File: src/rtl/fifo_rd_packer_pkg.sv
// Shared definitions for the FIFO read-side packer: controller states and
// the width of the transferred-word counter.
package fifo_rd_packer_pkg;

  localparam int unsigned WORD_CNT_W = 16;

  typedef enum logic [1:0] {
    FILL  = 2'd0,
    HOLD  = 2'd1,
    FLUSH = 2'd2
  } state_t;

endpackage

File: src/rtl/fifo_rd_packer_out_slot.sv
// Single output register with valid/ready handshake and a count of
// transferred words. The loader only asserts load when slot_free is high.
module out_slot
  import fifo_rd_packer_pkg::*;
#(
  parameter int unsigned WIDTH = 8,
  parameter int unsigned PACK  = 4
) (
  input  logic                  clk,
  input  logic                  rst_n,
  input  logic                  load,
  input  logic [WIDTH*PACK-1:0] load_data,
  input  logic [PACK-1:0]       load_keep,
  input  logic                  out_ready,
  output logic                  slot_free,
  output logic                  out_valid,
  output logic [WIDTH*PACK-1:0] out_data,
  output logic [PACK-1:0]       out_keep,
  output logic [WORD_CNT_W-1:0] word_cnt
);

  // A draining word frees the slot in the same cycle, so a new load never bubbles.
  assign slot_free = !out_valid || out_ready;

  always_ff @(posedge clk or negedge rst_n) begin
    if (!rst_n) begin
      out_valid <= 1'b0;
      out_data  <= '0;
      out_keep  <= '0;
      word_cnt  <= '0;
    end else begin
      if (out_valid && out_ready) begin
        word_cnt <= word_cnt + 1'b1;
      end
      if (load) begin
        out_valid <= 1'b1;
        out_data  <= load_data;
        out_keep  <= load_keep;
      end else if (out_ready) begin
        out_valid <= 1'b0;
      end
    end
  end

endmodule

File: src/rtl/fifo_rd_packer.sv
// Reads bytes from a sync_fifo (one-cycle read latency) and packs PACK of
// them into one output word, lane 0 first; flush emits a partial word.
module fifo_rd_packer
  import fifo_rd_packer_pkg::*;
#(
  parameter int unsigned WIDTH = 8,
  parameter int unsigned PACK  = 4
) (
  input  logic                  clk,
  input  logic                  rst_n,
  input  logic                  rempty,
  output logic                  ren,
  input  logic [WIDTH-1:0]      din,
  input  logic                  flush,
  output logic                  out_valid,
  input  logic                  out_ready,
  output logic [WIDTH*PACK-1:0] out_data,
  output logic [PACK-1:0]       out_keep,
  output logic [WORD_CNT_W-1:0] word_cnt
);

  localparam int unsigned CW = $clog2(PACK + 1);

  state_t                state, state_nxt;
  logic [CW-1:0]         cnt, cnt_land, cnt_nxt;
  logic                  inflight;
  logic                  flush_lat, flush_lat_nxt, flush_req;
  logic                  word_done, slot_free, load;
  logic [WIDTH*PACK-1:0] acc, acc_nxt, load_data;
  logic [PACK-1:0]       load_keep;

  // cnt_land is the lane count once this edge's in-flight byte has landed.
  assign cnt_land  = cnt + CW'(inflight);
  assign flush_req = flush | flush_lat;
  assign word_done = inflight && (cnt == CW'(PACK - 1));

  always_ff @(posedge clk or negedge rst_n) begin
    if (!rst_n) begin
      state     <= FILL;
      cnt       <= '0;
      inflight  <= 1'b0;
      flush_lat <= 1'b0;
      acc       <= '0;
    end else begin
      state     <= state_nxt;
      cnt       <= cnt_nxt;
      inflight  <= ren & ~rempty;
      flush_lat <= flush_lat_nxt;
      acc       <= acc_nxt;
    end
  end

  always_comb begin
    acc_nxt = acc;
    for (int unsigned i = 0; i < PACK; i++) begin
      if (inflight && (cnt == CW'(i))) acc_nxt[i*WIDTH +: WIDTH] = din;
    end
  end

  always_comb begin
    state_nxt     = state;
    cnt_nxt       = cnt_land;
    flush_lat_nxt = flush_lat;
    load          = 1'b0;
    unique case (state)
      FILL: begin
        // A flush coinciding with the last lane is satisfied by that full word.
        if (word_done) begin
          flush_lat_nxt = 1'b0;
          if (slot_free) begin
            load    = 1'b1;
            cnt_nxt = '0;
          end else begin
            state_nxt = HOLD;
          end
        end else if (flush_req) begin
          flush_lat_nxt = 1'b0;
          if (cnt_land != '0) state_nxt = FLUSH;
        end
      end
      HOLD, FLUSH: begin
        flush_lat_nxt = flush_lat | flush;
        if (slot_free) begin
          load      = 1'b1;
          cnt_nxt   = '0;
          state_nxt = FILL;
        end
      end
      default: state_nxt = FILL;
    endcase
  end

  always_comb begin
    // rst_n gates ren directly so it drops with reset, not at the next edge.
    ren = rst_n && (state == FILL) && !rempty && (cnt_land < CW'(PACK))
          && !(flush_req && (cnt_land != '0));
    load_keep = '0;
    load_data = '0;
    for (int unsigned i = 0; i < PACK; i++) begin
      load_keep[i] = (CW'(i) < cnt_land);
      if (load_keep[i]) load_data[i*WIDTH +: WIDTH] = acc_nxt[i*WIDTH +: WIDTH];
    end
  end

  out_slot #(
    .WIDTH (WIDTH),
    .PACK  (PACK)
  ) u_out_slot (
    .clk       (clk),
    .rst_n     (rst_n),
    .load      (load),
    .load_data (load_data),
    .load_keep (load_keep),
    .out_ready (out_ready),
    .slot_free (slot_free),
    .out_valid (out_valid),
    .out_data  (out_data),
    .out_keep  (out_keep),
    .word_cnt  (word_cnt)
  );

endmodule
File: config.mk
export PLATFORM = sky130hd
export DESIGN_NAME = fifo_rd_packer
export DESIGN_NICKNAME = d
export VERILOG_FILES = /design/src/rtl/fifo_rd_packer_pkg.sv /design/src/rtl/fifo_rd_packer_out_slot.sv /design/src/rtl/fifo_rd_packer.sv
export SDC_FILE = /design/constraint.sdc
export NUM_CORES = 1
export LEC_CHECK = 0
export BUFFER_PORTS_ARGS = -buffer_cell sky130_fd_sc_hd__buf_2
export CAP_MARGIN = 15
export CORE_MARGIN = 4
export CORE_UTILIZATION = 38
export CTS_CLUSTER_DIAMETER = 100
export DETAILED_ROUTE_END_ITERATION = 6
export SKIP_CTS_REPAIR_TIMING = 1
export SYNTH_ARGS = -nofsm -noshare
export SYNTH_HDL_FRONTEND = slang
export SYNTH_SLANG_ARGS = --single-unit
File: constraint.sdc
create_clock -name clk -period 2.6 [get_ports clk]
set_clock_uncertainty 0.05 [all_clocks]
set_input_delay 0 -clock clk [delete_from_list [all_inputs] [get_ports clk]]
set_output_delay 0 -clock clk [all_outputs]
set_load 0.03 [all_outputs]
==> flow_metrics.py <==
metrics = {
    "clocking": {
        "cts_num_sinks": 92,
        "htreeDepth": 3,
        "clockBufferDepth": 2,
        "cts_tree": "yes",
        "clock-root-buffer": "clkbuf_8",
        "numCtsBuffers": 9,
        "clkLatencyLatePin_ns": 0.35,
        "clk_pin_slew_ns": 0.09,
    },
    "sta": {
        "setup_viol": 0,
        "slew_headroom_pct": 61.2,
        "drv_slew": 0,
        "tightest_slew_ns": 0.579,
        "hold_violations": 0,
        "hold_ws_ns": 0.0896,
        "fmax_ghz": 0.410,
        "period_needed_ns": 2.44,
        "fin_crit_sh_pct": 93.7,
        "setup_ws_ns": 0.163,
    },
    "die": {
        "fp.dieH_um": 110,
        "ios": 67,
        "core_um2": 10300,
        "die_w_um": 110,
        "std_cell_rows": 37,
        "die_area_um2": 12200,
        "initial_utilization_pct": 38.8,
    },
    "synthesis": {
        "synth_seq_area_share_pct": 57.8,
        "yosys_register_bits": 92,
        "synth_area_um2": 3990,
        "yosys-top-cells-area": "dfrtp_1 (58%), mux2_2 (15%), mux2i_1 (3.0%)",
        "ys.flop_type": "dfrtp_1",
        "synth_cell_types": 40,
        "synthArstFlopShare_pct": 100,
        "syn_area_per_cell_um2": 13.3,
        "ys_warn_count": 0,
        "synth_top_area_cell": "dfrtp_1",
        "synth_edf_count": 0,
        "syn_inst": 300,
        "synth_top_cell_area_share_pct": 57.8,
        "syn_nets": 318,
    },
    "critical_path": {
        "end_kind": "primary output",
        "cp-start-kind": "register",
        "crit_arrival_ns": 2.39,
        "cp_data_required_time_ns": 2.55,
        "cp_max_fo": 7,
        "critical_path_class": "reg -> out",
    },
    "global_route": {
        "grt_pass1_vias": 2658,
        "antenna_found_initial": 0,
        "top_usage_layer": "met2",
        "globalRouteMet2Util_pct": 21.9,
        "use_met1_pct": 18.4,
        "grt_max_degree": 39,
        "grt_overflow": 0,
        "track_usage_pct": 13.8,
        "grt_use_met3_pct": 4.38,
        "grt_pass1_wl_um": 13600,
    },
    "pwr": {
        "leakagePower_nw": 2.40,
        "power_density_nw_per_um2": 955,
        "power_mw": 4.61,
        "irDropWorstVdd_v": 0.000431,
    },
    "route": {
        "ant_nets": 0,
        "avgRoutedWirePerCell_um": 15.3,
        "routed_wl_um": 8050,
        "drt_iter0_drc": 97,
        "vias": 2542,
        "route.detailed.drc": 0,
        "firstDrtPassIters": 4,
        "via_per_inst": 4.82,
    },
    "final_layout": {
        "finalNetCount": 404,
        "n_antenna_cell": 0,
        "area_delta_synth_final_pct": 21.3,
        "final_area_um2": 4830,
        "drive_gt1_share_pct": 39.1,
    },
    "min_path": {
        "hold_path.class": "in -> async",
    },
    "run_status": {
        "status": "completed",
    },
    "placed_design": {
        "io_buffers": 66,
        "dp_hpwl_um": 5650,
        "gp_congestion": 0.766,
        "placed_cell_area_um2": 4500,
        "post-place-ws_ns": 0.492,
    },
    "flow_run": {
        "drv_cap": 0,
    },
}
[path summary, 6_finish.rpt]
check / from / endpoint / slack [ns] / depth (start not counted)
worst max-delay path: cnt[0] / ren / 0.16 / 7
worst min-delay path: rst_n / u_out_slot.out_data[31] / 0.09 / 2
worst max register to register: cnt[0] / state[1] / 0.54 / 6
worst min register to register: u_out_slot.word_cnt[15] / u_out_slot.word_cnt[15] / 0.42 / 1
max in group asynchronous: rst_n / acc[23] / 1.63 / 3
min in group clk: rempty / inflight / 0.36 / 3
[critical path, stage by stage (launching register included)]
cell and delay, ns:
dfrtp_1 0.46, ha_1 0.23, ha_1 0.20, xor2_2 0.19, nor3_1 0.26, nor2b_1 0.12
nor4_2 0.30, buf_2 0.26
[cell type report]
type,instances,area [µm²]
clock buffers,9,124
clock inverters,7,80.1
fillers,978,5450
inverters,15,56.3
multi-input cells,181,1570
flip-flops and latches,92,2300
well taps,136,170
repair buffers,87,533
[per-layer routing]
metal / wire, µm / part of all wire (%) / up-vias
li1: - / - / 1207
met1: 3820 / 47 / 1266
met2: 3780 / 47 / 56
met3: 367 / 4.6 / 13
met4: 87 / 1.1 / 0
met5: 0 / 0 / -
[cell usage in the layout (no fill, tap or decap), types with 4 or more instances in the layout]
cell | netlist | final
dfrtp_1 | 92 | 92
buf_2 | 5 | 65
mux2_2 | 54 | 54
nand2_1 | 18 | 18
inv_1 | 15 | 15
mux2i_1 | 12 | 12
dlygate4sd3_1 | 0 | 12
xnor2_1 | 10 | 10
clkbuf_8 | 0 | 9
buf_4 | 2 | 9
and2_0 | 8 | 8
o21a_1 | 7 | 7
o31a_1 | 7 | 7
nand3_1 | 7 | 7
nor2_1 | 6 | 6
xor2_1 | 6 | 5
ha_1 | 5 | 5
o21ai_0 | 4 | 4
[kinds of logic after synthesis]
kind of cell | count (synthesis) | synth area share (%)
AO/OA/AOI/OAI | 24 | 4.62
XOR/XNOR | 16 | 3.52
adder cells (fa/ha/maj) | 5 | 1.57
buffers and inverters | 27 | 3.26
flip-flops | 92 | 57.8
multiplexers | 69 | 19.1
AND/OR/NAND/NOR | 67 | 10.1
[Yosys cell counts (3+ instances only)]
cell / instances
and2_0: 8
and2_1: 3
buf_2: 5
clkbuf_1: 3
dfrtp_1: 92
ha_1: 5
inv_1: 15
mux2_1: 3
mux2_2: 54
mux2i_1: 12
nand2_1: 18
nand2b_1: 3
nand3_1: 7
nand4_1: 3
nor2_1: 6
nor4_1: 3
o21a_1: 7
o21ai_0: 4
o31a_1: 7
xnor2_1: 10
xor2_1: 6
[flip-flops by register name, indices dropped and copies added (netlist names)]
signal                cells
state                     2
u_out_slot.out_valid      1
flush_lat                 1
acc                      32
u_out_slot.word_cnt      16
inflight                  1
cnt                       3
u_out_slot.out_data      32
u_out_slot.out_keep       4
[power by group]
| group | leakage (nW) | switching (mW) | total [mW] | internal, mW |
|---|---|---|---|---|
| combinational | 1.08 | 0.916 | 1.62 | 0.704 |
| sequential | 1.21 | 0.204 | 2.00 | 1.80 |
| clock | 0.108 | 0.531 | 0.993 | 0.462 |
| total | 2.40 | 1.65 | 4.61 | 2.96 |
[through the flow]
step	util, %	cells	setup TNS, ns
2_1_floorplan	-	300	0
3_3_place_gp	43.8	499	0
3_5_place_dp	43.8	499	0
4_1_cts	45.8	515	0
5_1_grt	47.0	527	-0.00586
6_report	47.0	527	0
Power figures use the tool's default switching activity.
